File: src/rtl/sram_req_arbiter.sv
// ----------------------------------------------------------------------------
// sram_req_arbiter
//
// Shares one SRAM-like memory port (req / addr_ok / data_ok handshake) between
// the instruction-fetch requester and the load/store requester of the core.
// One request is granted per cycle. Up to OUTSTANDING accepted transactions are
// tracked in issue order, and each memory response is routed back to the
// requester that issued it.
//
// Arbitration is combinational, so a request reaches the memory port in the
// same cycle it is raised. Load/store normally wins. Instruction fetch is
// forced in after STARVE_LIMIT consecutive data grants while it was waiting.
// A request that the memory has not yet accepted keeps its grant until it is
// accepted.
//
// Ports
//   clk, resetn                 clock, asynchronous active-low reset
//   inst_req / inst_cmd         instruction-side request and command bundle
//   inst_addr_ok                instruction request accepted this cycle
//   inst_data_ok / inst_rdata   instruction response valid and its data
//   data_req / data_cmd         load/store-side request and command bundle
//   data_addr_ok                load/store request accepted this cycle
//   data_data_ok / data_rdata   load/store response valid and its data
//   mem_req / mem_cmd           shared memory-port request and muxed command
//   mem_addr_ok                 memory accepted mem_req this cycle
//   mem_data_ok / mem_rdata     in-order memory response and its data
//   err_spurious                one-cycle pulse, raised one cycle after a
//                               response arrives with nothing outstanding
//   busy                        transactions outstanding or a request pending
//
// Command bundle layout: {wr, size[1:0], wstrb[3:0], addr, wdata}
// ----------------------------------------------------------------------------
module sram_req_arbiter #(
    parameter int ADDR_W       = 32,
    parameter int DATA_W       = 32,
    parameter int OUTSTANDING  = 4,
    parameter int STARVE_LIMIT = 4,
    localparam int CMD_W       = 1 + 2 + 4 + ADDR_W + DATA_W
) (
    input  logic              clk,
    input  logic              resetn,
    input  logic              inst_req,
    input  logic [CMD_W-1:0]  inst_cmd,
    output logic              inst_addr_ok,
    output logic              inst_data_ok,
    output logic [DATA_W-1:0] inst_rdata,
    input  logic              data_req,
    input  logic [CMD_W-1:0]  data_cmd,
    output logic              data_addr_ok,
    output logic              data_data_ok,
    output logic [DATA_W-1:0] data_rdata,
    output logic              mem_req,
    output logic [CMD_W-1:0]  mem_cmd,
    input  logic              mem_addr_ok,
    input  logic              mem_data_ok,
    input  logic [DATA_W-1:0] mem_rdata,
    output logic              err_spurious,
    output logic              busy
);

    localparam int PTR_W = (OUTSTANDING > 1) ? $clog2(OUTSTANDING) : 1;
    localparam int CNT_W = PTR_W + 1;
    localparam int SC_W  = $clog2(STARVE_LIMIT + 1);

    typedef enum logic {
        SRC_INST = 1'b0,
        SRC_DATA = 1'b1
    } src_e;

    // Tracking state
    logic [CNT_W-1:0] count;
    logic [PTR_W-1:0] rd_ptr;
    logic [PTR_W-1:0] wr_ptr;
    src_e             src_fifo [OUTSTANDING];
    logic             hold_vld;
    src_e             hold_src;
    logic [SC_W-1:0]  starve_cnt;
    logic             err_q;

    // Combinational decode
    src_e winner;
    logic full;
    logic starved;
    logic accept;
    logic has_entry;
    logic pop;
    src_e head_src;

    // full depends only on the registered count. A response arriving in the
    // same cycle therefore cannot re-open the request path, which keeps
    // mem_data_ok out of the mem_req timing path.
    assign full      = (count == CNT_W'(OUTSTANDING));
    assign starved   = inst_req && (starve_cnt == SC_W'(STARVE_LIMIT));
    assign has_entry = (count != '0);
    assign pop       = mem_data_ok && has_entry;
    assign head_src  = src_fifo[rd_ptr];

    // NOTE: every variable driven in always_comb gets a default before any
    // branch. Without it, a path that skips the assignment infers a latch.
    always_comb begin
        winner = SRC_INST;
        if (hold_vld) begin
            winner = hold_src;
        end else if (data_req && !starved) begin
            winner = SRC_DATA;
        end
    end

    // Outputs are forced low by resetn so that they drop as soon as reset
    // asserts, including while requesters still drive their req lines high.
    assign mem_req      = resetn && (inst_req || data_req) && !full;
    assign mem_cmd      = (winner == SRC_DATA) ? data_cmd : inst_cmd;
    assign accept       = mem_req && mem_addr_ok;

    assign inst_addr_ok = accept && (winner == SRC_INST);
    assign data_addr_ok = accept && (winner == SRC_DATA);

    assign inst_data_ok = pop && (head_src == SRC_INST);
    assign data_data_ok = pop && (head_src == SRC_DATA);
    assign inst_rdata   = mem_rdata;
    assign data_rdata   = mem_rdata;

    assign err_spurious = err_q;
    assign busy         = has_entry || mem_req;

    // NOTE: sequential state is written with non-blocking assignments only.
    // Every register then samples values from before the clock edge,
    // whatever order the statements appear in.
    always_ff @(posedge clk or negedge resetn) begin
        if (!resetn) begin
            count      <= '0;
            rd_ptr     <= '0;
            wr_ptr     <= '0;
            hold_vld   <= 1'b0;
            hold_src   <= SRC_INST;
            starve_cnt <= '0;
            err_q      <= 1'b0;
        end else begin
            // Occupancy. A simultaneous push and pop cancel out, but both
            // pointers still advance.
            unique case ({accept, pop})
                2'b10:   count <= count + CNT_W'(1);
                2'b01:   count <= count - CNT_W'(1);
                default: count <= count;
            endcase

            // OUTSTANDING is a power of two, so the pointers wrap naturally.
            if (accept) wr_ptr <= wr_ptr + PTR_W'(1);
            if (pop)    rd_ptr <= rd_ptr + PTR_W'(1);

            // Lock the grant while the memory is stalling the request, so the
            // command on mem_cmd cannot change under a pending handshake.
            if (mem_req && !mem_addr_ok) begin
                hold_vld <= 1'b1;
                hold_src <= winner;
            end else if (accept) begin
                hold_vld <= 1'b0;
            end

            // Count data grants that overtook a waiting instruction fetch.
            if (!inst_req || inst_addr_ok) begin
                starve_cnt <= '0;
            end else if (data_addr_ok && (starve_cnt != SC_W'(STARVE_LIMIT))) begin
                starve_cnt <= starve_cnt + SC_W'(1);
            end

            err_q <= mem_data_ok && !has_entry;
        end
    end

    // NOTE: the source FIFO storage is not reset. An entry is only read after
    // it has been written, because count gates every pop. Leaving it out of
    // reset lets it map onto plain flops or a small RAM.
    always_ff @(posedge clk) begin
        if (accept) src_fifo[wr_ptr] <= winner;
    end

endmodule

File: config.mk
export PLATFORM = sky130hd
export DESIGN_NAME = sram_req_arbiter
export DESIGN_NICKNAME = d
export VERILOG_FILES = /design/src/rtl/sram_req_arbiter.sv
export SDC_FILE = /design/constraint.sdc
export NUM_CORES = 1
export LEC_CHECK = 0
export BUFFER_PORTS_ARGS = -buffer_cell sky130_fd_sc_hd__clkbuf_2
export CAP_MARGIN = 40
export CORE_AREA = 2 2 125 127
export DETAILED_ROUTE_END_ITERATION = 10
export DIE_AREA = 0 0 127 129
export HOLD_SLACK_MARGIN = 0.12
export SLEW_MARGIN = 30
export SYNTH_ARGS = -nofsm -noshare
export SYNTH_HDL_FRONTEND = slang
export SYNTH_SLANG_ARGS = --single-unit
File: constraint.sdc
create_clock -name clk -period 6.1 [get_ports clk]
set_input_delay 0.305 -clock clk [delete_from_list [all_inputs] [get_ports clk]]
set_output_delay 0.305 -clock clk [all_outputs]
set_load 0.03 [all_outputs]
==> impl_metrics.tcl <==
set metrics [dict create \
    timing.hold.ws_ps 312 \
    slowest_delay_ps 510 \
    initial_core_util 0.155 \
    fin_cells 719 \
    fmax_mhz 373 \
    cp-start-kind "flop" \
    cts_num_sinks 17 \
    netlist_area_mm2 0.00232 \
    ios 322 \
    post-route-period-util 0.439 \
    grt_pass1_wl_mm 13.3 \
    critPathSlowestCell "inv_4" \
    grt_use_total 0.106 \
    p_int_uw 598 \
    r2r-start "count[1]" \
    die-area_mm2 0.0164 \
    synthesis.nets 569 \
    r2r_setup_slack_ps 3860 \
    holdBufCountCts 1 \
    critPathBufInv 3 \
    place.gp.congestion 0.826 \
    place_area_mm2 0.00310 \
    hold_path_class "primary input to flop" \
    slew_violations 0 \
    peakVddDrop_mv 0.290 \
    layout.filler_cells 1729 \
    cts_tree "yes" \
    post-route-util 0.213 \
    wire_per_inst_um 13.7 \
    finalInstanceArea_mm2 0.00319 \
    crit_family "buffers and inverters" \
    rows 45 \
    finalCriticalPeriod_ps 2680 \
    n_antenna_cell 0 \
    worst_setup_path_end_kind "primary output" \
    crit_cells 8 \
    final_layout_size_suffix_gt1_frac 0.454 \
    cts_resized 0 \
    dp_hpwl_mm 8.34 \
    worst-setup-path-type "flop to primary output" \
    rsz0062_at_grt "no" \
    p_leak_uw 0.00203 \
    antenna_found_initial 0 \
    required_ps 5790 \
    grt_overflow 0 \
    first_global_vias 2327 \
    cp_common_cell "nand2_1" \
    switchingPower_uw 1040 \
    crit_start "starve_cnt[0]" \
    fin_nets 720 \
    cp_cell_sequence "inv_1, ha_1, and3_1, o21a_2, inv_4, nand2_1, nand2_1, clkbuf_2" \
    power_frac_clock 0.081 \
    yosysWarnings 0 \
    status "finished, final reports clean" \
    p_per_area_mw_per_mm2 513 \
    drc_errors 0 \
    setup_viol 0 \
    power_frac_seq 0.113 \
    crit_end "mem_cmd[28]" \
    tightest_slew_ps 802 \
    setup_tns_ps 0 \
    root_buffer "clkbuf_16" \
    htreeDepth 1 \
    slew_headroom 0.465 \
    port_buffers 225 \
    clk_latency_ps 250 \
    drt_iter0_drc 116 \
    cts_setup_buffers 0 \
    maxCapViolations 0 \
    fp.dieH_um 129 \
    finalWirelength_mm 9.88 \
    grt_max_degree 80 \
    first_pass_iters 4 \
    post-place-cells 714 \
    fin_skew_ps 1.59 \
    hold_violations 0 \
    synth_cell_type_count 32 \
    antenna_left 0 \
    crit_arrival_ps 2370 \
    p_sw_frac 0.634 \
    vias 2745 \
    core_area_mm2 0.0150 \
    ys_seq_area_frac 0.192 \
    cts_buffers 3 \
    cts_buffer_depth 2 \
    reg2regPathDepth 9 \
    ys_ff_latch 17 \
    vias_per_cell 3.82 \
    path_max_fanout 79 \
    p_comb_frac 0.805 \
    crit-reg2reg-capture "count[2]" \
    die_x_um 127 \
    avgSynthCellArea_um2 6.09 \
    syn2layout_area_growth_pct 37.5 \
    netlist_instances 381 \
    clk_pin_slew_worst_paths_ps 50 \
]
## layer usage
layer  share of wire  up-vias  global-route usage
met5               0        -                   0
met1            0.44     1149               0.146
met4          0.0027        0              0.0116
met3            0.12        4              0.0420
met2            0.44      199               0.160
li1                -     1393                   -
## worst min-delay path by stage
stage,slack [ps],startpoint,cells after the start,end
finish,310,mem_data_ok,2,err_spurious
global placement,230,resetn,1,wr_ptr[1]
floorplan,9,resetn,0,count[0]
detailed placement,240,resetn,1,wr_ptr[1]
global route,330,mem_data_ok,2,err_spurious
CTS,310,mem_data_ok,2,err_spurious
## flip-flops by register name, summed over array words and instances (netlist names)
name / cells
starve_cnt: 3
count: 3
err_spurious: 1
rd_ptr: 2
hold_vld: 1
wr_ptr: 2
src_fifo: 4
hold_src: 1
## power by group through the flow
stage,clock network [µW],registers [µW],logic [µW]
after floorplan,0,184,1040
final,133,185,1320
after global placement,0,187,1330
after global routing,143,191,1430
after CTS,136,186,1340
after detailed placement,0,187,1330
## kinds of logic after synthesis
kind of cell / after synthesis / synth area share
mux: 1 / 0.00971
fa+ha+maj: 8 / 0.0464
flops: 17 / 0.192
compound gates: 14 / 0.0378
xor+xnor: 6 / 0.0227
buf+inv: 93 / 0.276
simple gates: 242 / 0.416
## placed cells by master, fill, tap and decap left out, drive strengths merged, types with 2 or more instances in the layout
cell,n
xor2,2
a31oi,2
xnor2,4
edfxtp,4
or3b,2
clkbuf,229
nor2,7
nand2b,3
and2,7
nand2,219
dfrtp,13
o21ai,4
o21a,2
and3,2
a21oi,4
ha,7
inv,11
## cell usage after synthesis (all sizes together)
| cell type | n | share of area |
|---|---|---|
| xnor2 | 4 | 0.015 |
| buf | 79 | 0.25 |
| nand4 | 1 | 0.0027 |
| a21oi | 4 | 0.0086 |
| nand2b | 3 | 0.0081 |
| clkinv | 1 | 0.0022 |
| ha | 7 | 0.038 |
| clkbuf | 2 | 0.0032 |
| and2 | 7 | 0.022 |
| xor2 | 2 | 0.0076 |
| nor3 | 1 | 0.0022 |
| dfrtp | 13 | 0.14 |
| fa | 1 | 0.0086 |
| nand2 | 219 | 0.35 |
| a211oi | 1 | 0.0054 |
| nor2 | 7 | 0.011 |
| inv | 11 | 0.019 |
| and3 | 2 | 0.0076 |
| edfxtp | 4 | 0.052 |
| a31oi | 2 | 0.0054 |
| o31ai | 1 | 0.0032 |
| o21ai | 4 | 0.0086 |
| or3b | 2 | 0.0076 |
| o21a | 2 | 0.0065 |
| mux4 | 1 | 0.0097 |
## stage by stage
| stage | worst slack, ps | power, µW |
|---|---|---|
| floorplan | 4050 | 1230 |
| finish | 3420 | 1630 |
| CTS | 3380 | 1660 |
| global placement | 3650 | 1510 |
| global route | 3260 | 1770 |
| detailed placement | 3660 | 1520 |
## layout make-up
type / instances / area [µm²] / area share
multi-input combinational: 271 / 1230 / 0.388
timing repair buffer: 227 / 1140 / 0.359
sequential: 17 / 445 / 0.140
tap: 188 / 235 / 0.0738
clock buffer: 4 / 78.8 / 0.0247
inverter: 12 / 48.8 / 0.0153
No activity file was read; power rests on OpenSTA's default activity.
